==> src/rtl/mem_access_formatter.sv <==
// -----------------------------------------------------------------------------
// mem_access_formatter
//
// Datapath helper sitting between the data cache RAM and the CPU pipeline.
// It performs the two formatting jobs a RV32I load/store unit needs, selected
// by the instruction's funct3 field:
//
//   * Load formatting  - picks the addressed byte / halfword / word out of the
//                        raw 32-bit memory word, right-aligns it and sign- or
//                        zero-extends it for the register file.
//   * Store formatting - replicates the store data into every byte lane it may
//                        land in and produces the byte-write strobes used by
//                        the cache RAM and the Wishbone sel lines.
//
// It also flags accesses that are not naturally aligned. Misaligned accesses
// are still formatted (halfword uses addr_lo_i[1] only, word ignores the
// address); raising an exception is the pipeline's job, not ours.
//
// Build option:
//   FMT_OUT_REG_EN  - when defined, every output is registered on the rising
//                     edge of cpu_clock_i (exactly one cycle of latency) and
//                     asynchronously forced to zero while cpu_rst_ni is low.
//                     When undefined (default) the block is purely
//                     combinational, valid_o = valid_i, and the clock and
//                     reset inputs are unused.
//
// Ports:
//   cpu_clock_i  in   1   clock, rising edge (registered build only)
//   cpu_rst_ni   in   1   asynchronous active-low reset (registered build only)
//   valid_i      in   1   a memory operation is presented this cycle
//   ld_word_i    in   32  raw word read from cache RAM / memory
//   st_data_i    in   32  store data from rs2 (low bits significant)
//   addr_lo_i    in   2   byte address bits [1:0]
//   funct3_i     in   3   instr[14:12]; loads use all bits, stores use [1:0]
//   ld_data_o    out  32  formatted load result
//   st_word_o    out  32  lane-replicated store data
//   st_sel_o     out  4   byte-write strobes, bit k enables bits [8k+7:8k]
//   misalign_o   out  1   access is not naturally aligned
//   valid_o      out  1   outputs are valid
// -----------------------------------------------------------------------------
module mem_access_formatter (
   input  logic        cpu_clock_i,
   input  logic        cpu_rst_ni,
   input  logic        valid_i,
   input  logic [31:0] ld_word_i,
   input  logic [31:0] st_data_i,
   input  logic [1:0]  addr_lo_i,
   input  logic [2:0]  funct3_i,
   output logic [31:0] ld_data_o,
   output logic [31:0] st_word_o,
   output logic [3:0]  st_sel_o,
   output logic        misalign_o,
   output logic        valid_o
);

   // funct3 encodings for loads (full 3 bits)
   localparam logic [2:0] F3_LB  = 3'b000;
   localparam logic [2:0] F3_LH  = 3'b001;
   localparam logic [2:0] F3_LW  = 3'b010;
   localparam logic [2:0] F3_LBU = 3'b100;
   localparam logic [2:0] F3_LHU = 3'b101;

   // access size encodings (funct3[1:0]), shared by loads and stores
   localparam logic [1:0] SZ_BYTE = 2'b00;
   localparam logic [1:0] SZ_HALF = 2'b01;
   localparam logic [1:0] SZ_WORD = 2'b10;

   logic [1:0]  access_size;
   logic [7:0]  ld_byte;
   logic [15:0] ld_half;
   logic [31:0] ld_data_c;
   logic [31:0] st_word_c;
   logic [3:0]  st_sel_c;
   logic        misalign_c;

   assign access_size = funct3_i[1:0];

   // Select the addressed byte lane of the memory word. A case on the two
   // address bits keeps this a plain 4:1 mux rather than a barrel shifter.
   always_comb begin
      ld_byte = ld_word_i[7:0];
      case (addr_lo_i)
         2'd0: ld_byte = ld_word_i[7:0];
         2'd1: ld_byte = ld_word_i[15:8];
         2'd2: ld_byte = ld_word_i[23:16];
         2'd3: ld_byte = ld_word_i[31:24];
         default: ld_byte = ld_word_i[7:0];
      endcase
   end

   // Halfword selection only looks at addr_lo_i[1]; a misaligned halfword
   // (addr_lo_i[0] set) is deliberately formatted as if it were aligned down.
   assign ld_half = addr_lo_i[1] ? ld_word_i[31:16] : ld_word_i[15:0];

   // Load result: extend the selected byte/halfword. The signed variants
   // replicate the top bit of the selected field; unused encodings and LW
   // hand the raw word straight through.
   always_comb begin
      ld_data_c = ld_word_i;
      case (funct3_i)
         F3_LB:   ld_data_c = {{24{ld_byte[7]}}, ld_byte};
         F3_LBU:  ld_data_c = {24'h000000, ld_byte};
         F3_LH:   ld_data_c = {{16{ld_half[15]}}, ld_half};
         F3_LHU:  ld_data_c = {16'h0000, ld_half};
         F3_LW:   ld_data_c = ld_word_i;
         default: ld_data_c = ld_word_i;
      endcase
   end

   // Store data is replicated into every lane it could land in, so the RAM
   // only has to honour the strobes; the strobes pick the real destination.
   // Size 11 is not a legal store: data passes through with no lanes enabled.
   always_comb begin
      st_word_c = st_data_i;
      st_sel_c  = 4'b0000;
      case (access_size)
         SZ_BYTE: begin
            st_word_c = {4{st_data_i[7:0]}};
            st_sel_c  = 4'b0001 << addr_lo_i;
         end
         SZ_HALF: begin
            st_word_c = {2{st_data_i[15:0]}};
            st_sel_c  = addr_lo_i[1] ? 4'b1100 : 4'b0011;
         end
         SZ_WORD: begin
            st_word_c = st_data_i;
            st_sel_c  = 4'b1111;
         end
         default: begin
            st_word_c = st_data_i;
            st_sel_c  = 4'b0000;
         end
      endcase
   end

   // Natural alignment check: bytes are always aligned, halfwords need an
   // even address, words need address bits [1:0] = 0. Size 11 never flags.
   always_comb begin
      misalign_c = 1'b0;
      case (access_size)
         SZ_HALF: misalign_c = addr_lo_i[0];
         SZ_WORD: misalign_c = (addr_lo_i != 2'b00);
         default: misalign_c = 1'b0;
      endcase
   end

`ifdef FMT_OUT_REG_EN

   // Output register stage. Data registers load every cycle regardless of
   // valid_i, and valid_o is simply valid_i delayed by one cycle. Reset is
   // asynchronous so the strobes drop to zero the moment reset asserts and no
   // stray write can reach the RAM; any in-flight result is discarded.
   always_ff @(posedge cpu_clock_i or negedge cpu_rst_ni) begin
      if (!cpu_rst_ni) begin
         ld_data_o  <= 32'h0000_0000;
         st_word_o  <= 32'h0000_0000;
         st_sel_o   <= 4'b0000;
         misalign_o <= 1'b0;
         valid_o    <= 1'b0;
      end else begin
         ld_data_o  <= ld_data_c;
         st_word_o  <= st_word_c;
         st_sel_o   <= st_sel_c;
         misalign_o <= misalign_c;
         valid_o    <= valid_i;
      end
   end

`else

   // Combinational build: zero latency, outputs track inputs even while the
   // reset input is asserted. Clock and reset are folded into a dummy signal
   // so they are visibly consumed without affecting any output.
   logic unused_clock_reset;
   assign unused_clock_reset = cpu_clock_i ^ cpu_rst_ni;

   assign ld_data_o  = ld_data_c;
   assign st_word_o  = st_word_c;
   assign st_sel_o   = st_sel_c;
   assign misalign_o = misalign_c;
   assign valid_o    = valid_i;

`endif

endmodule

==> config.mk <==
export PLATFORM = sky130hd
export DESIGN_NAME = mem_access_formatter
export DESIGN_NICKNAME = d
export VERILOG_FILES = /design/src/rtl/mem_access_formatter.sv
export SDC_FILE = /design/constraint.sdc
export NUM_CORES = 1
export LEC_CHECK = 0
export CORE_ASPECT_RATIO = 0.8
export CORE_MARGIN = 2
export CORE_UTILIZATION = 25
export DETAILED_ROUTE_END_ITERATION = 8
export PLACE_DENSITY = 0.87
export SYNTH_ARGS = -nofsm -noshare
export SYNTH_HDL_FRONTEND = slang
export SYNTH_SLANG_ARGS = --single-unit
==> constraint.sdc <==
create_clock -name vclk -period 2.7
set_clock_uncertainty 0.1 [all_clocks]
set_input_delay 0.81 -clock vclk [all_inputs]
set_output_delay 0.81 -clock vclk [all_outputs]
set_load 0.05 [all_outputs]
==> impl_metrics.toml, run 1 <==
[logic_synthesis]
syn_inst = 173
synth_fp_nets = 249
synth_seq_area_share_pct = 0
yosysUniqueCellTypes = 25
yosys_warnings = 0
synth_area_per_cell_um2 = 6.618
syn-cell-area_mm2 = 0.001145

[floorplanning]
ios = 142
rows = 21
die-width_um = 79.66
initial_utilization_pct = 26.73
die_h_um = 64.53

[place]
portBuffers = 138
dp_hpwl_um = 6572
gp_congestion = 0.8704

[outcome]
stop_error = "[ERROR DPL-0038] Utilization greater than 100%, impossible to legalize"
stop_stage = "clock tree synthesis"
outcome = "did not finish"

[cts]
cts_hold_buffers = 0
post_cts_resized = 111
cts_setup_buffers = 12
-- logic make-up after synthesis --
family | after synthesis | synth area share (%)
multiplexers | 20 | 18.80
AND/OR/NAND/NOR | 59 | 21.42
AO/OA/AOI/OAI | 60 | 40.55
buffers and inverters | 30 | 14.86
adder cells (fa/ha/maj) | 4 | 4.372
-- cells in the mapped netlist, drive strengths merged --
| master | count | area [µm²] |
|---|---|---|
| o211ai | 4 | 30.03 |
| a21o | 1 | 7.510 |
| nand3b | 1 | 7.510 |
| o21ai | 3 | 15.01 |
| nor2b | 6 | 37.54 |
| nor2 | 8 | 30.03 |
| mux2 | 12 | 135.1 |
| clkbuf | 6 | 22.52 |
| a21boi | 1 | 7.510 |
| a22oi | 28 | 210.2 |
| inv | 5 | 18.77 |
| a221o | 8 | 80.08 |
| o22ai | 1 | 6.260 |
| a21oi | 4 | 20.02 |
| o21a | 1 | 7.510 |
| or3b | 1 | 8.760 |
| nand2 | 43 | 161.4 |
| ha | 4 | 50.05 |
| o22a | 1 | 10.01 |
| a22o | 8 | 70.07 |
| buf | 19 | 128.9 |
| mux2i | 8 | 80.08 |
-- metrics by stage --
step | setup slack (ps) | cell area, µm² | cells | utilization (%) | setup TNS [ps]
after detailed placement | -1036 | 3935 | 396 | 91.88 | -54390
after floorplan | -279.2 | 1612 | 173 | - | -6862
after global placement | -951.9 | 3935 | 396 | 91.88 | -50700
==> inputs of run 2 (changes only) <==
- CORE_ASPECT_RATIO: 0.8 -> not set
- CORE_UTILIZATION: 25 -> 27
- PLACE_DENSITY: 0.87 -> not set
- PLACE_DENSITY_LB_ADDON: not set -> 0.15
- clock period: 2.7 -> 3.5 ns (I/O delays scaled with it)
==> run 2 against run 1 <==
Compared with the run above: the flow now finishes, with violations (setup timing); area after synthesis stayed put; synthesized cell count stayed put.
==> impl_metrics.toml, run 2 <==
[outcome]
outcome = "complete, but fails checks"
violations = "setup timing"

[worst_setup_path]
worstSetupStartpoint = "funct3_i[1]"
crit_path_end_kind = "output pin"
crit_arrival_ps = 2530
slowest_delay_ps = 420
critPathLaunchType = "input port"
cp.required_ps = 2350
worst-path-max-fanout = 5
critical_path_class = "in2out"
path_cells = "buf_8 > inv_4 > buf_6 > ha_4 > or3b_4 > o22a_4 > o211ai_1 > clkbuf_16"
slowest_stage = "or3b_4"

[finish]
layout_common_cells = "clkdlybuf4s50_1, buf_12, buf_4"
nets = 404
syn_to_final_growth_pct = 219.7
clkbuf_count = 0
nFlopsAndLatches = 0
stdcell_area_mm2 = 0.003660
nFillCells = 152
diodes = 0
regArea_um2 = 0
layout-drive-gt1-share_pct = 49.69
fin_cells = 376

[timing]
setup_slack_ps = -184.2
rsz0062_at_grt = "true"
fmax_mhz = 271.4
report.final.hold_viol_count = 0
relSlewSlack_pct = 67.66
fin_tns_setup_ps = -4277
setup_viol = 42
layout_min_cycle_time_ps = 3684
finalMaxSlewViolations = 0
fin_crit_sh_pct = 105.3
worst_slew_pin_slew_ps = 484.0

[grt]
grt-busiest-layer = "met2"
antenna_found_initial = 0
met3_usage_pct = 6.140
use_met2_pct = 54.81
grt_max_degree = 22
overflow = 0
grt_pass1_wl_um = 11940
grt_pass1_vias = 2294
use_met1_pct = 34.18
gr-usage-all-layers_pct = 30.33

[drt]
ant_nets = 0
wirelength_um = 8008
drt-pass1-iter-count = 4
via_count = 2188
routed_via_density = 5.819
drt_iter0_markers = 148
detail_route.wl_per_cell_um = 21.30
drc = 0

[logic_synthesis]
syn_inst = 173
yosysTopAreaCell = "a22oi_1"
synth_seq_area_share_pct = 0
synth_common_cells = "nand2_1, a22oi_1, mux2_2"
synth_area_per_cell_um2 = 6.618
synth_top_area_share_pct = 18.36
yosys_warnings = 0
yosysUniqueCellTypes = 25
synthTopCellsByArea = "a22oi_1, nand2_1, mux2_2, a221o_1, mux2i_1"
syn-cell-area_mm2 = 0.001145
synth_fp_nets = 249
yosysMostFrequentCell = "nand2_1"

[flow_run]
maxCapViolCount = 0

[power]
vdd_drop_max_mv = 0.1525
power_density_mw_per_mm2 = 256.0
p_leak_uw = 0.001641

[floorplanning]
core_mm2 = 0.004029
rows = 23
die-width_um = 69.12
ios = 142
die_h_um = 69.12
initial_utilization_pct = 28.42
die_area_mm2 = 0.004777

[place]
place_area_mm2 = 0.003276
gp_congestion = 0.7898
placedCellCount = 362
portBuffers = 138
dp_hpwl_um = 4991
place_ws_ps = -842.7

[worst_hold_path]
min-delay-path-class = "in2out"
min-delay-start = "valid_i"

[cts]
cts_hold_buffers = 0
[run 2: power breakdown]
part           switching [µW]  internal, µW  leakage, µW
clock network               0             0            0
registers                   0             0            0
logic                     485           452      0.00164
total                     485           452      0.00164
[run 2: layout make-up]
cell class / instances / area [µm²] / area share (%)
timing repair buffer: 176 / 2396 / 65.47
multi-input combinational: 145 / 1180 / 32.24
tap: 50 / 62.56 / 1.709
inverter: 5 / 21.27 / 0.5812
[run 2: path summary, 6_finish.rpt]
check / slack (ps) / depth (start not counted) / endpoint
worst max-delay path: -180 / 8 / ld_data_o[8]
worst min-delay path: 2000 / 0 / valid_o
[run 2: what timing repair did]
item / 4_1_cts / 5_1_grt
hold endpoints to repair: 0 / 0
pin swaps: 25 / 6
buffers inserted: 8 / 1
resized for setup: 57 / 29
gates cloned: 5 / 0
endpoints found under the setup margin: 61 / 56
[run 2: kinds of logic after synthesis]
logic type               count (synthesis)  synth area share [%]
adder cells (fa/ha/maj)                  4                 4.372
multiplexers                            20                 18.80
buffers and inverters                   30                 14.86
AND/OR/NAND/NOR                         59                 21.42
AO/OA/AOI/OAI                           60                 40.55
[run 2: stage by stage]
step / utilization [%] / hold slack (ps) / total power, µW
3_3_place_gp: 81.30 / 2000 / 842.3
2_1_floorplan: - / 2167 / 409.9
5_1_grt: 90.84 / 2000 / 962.5
6_report: 90.84 / 2000 / 937.0
3_5_place_dp: 81.30 / 2000 / 854.6
4_1_cts: 89.25 / 2000 / 916.3
[run 2: metal layers]
metal	wire, µm	share of wire (%)
met5	0	0
met4	341	4.3
met3	778	9.7
met1	2865	36
met2	4023	50
[run 2: worst max-delay path, delay by kind of cell]
family	cells	cell delay [ps]
buffers and inverters	4	480
AOI/OAI and AO/OA	2	450
and+or+nand+nor	1	420
adders and majority gates	1	140
Note: power is estimated with default switching activity, not from simulation.
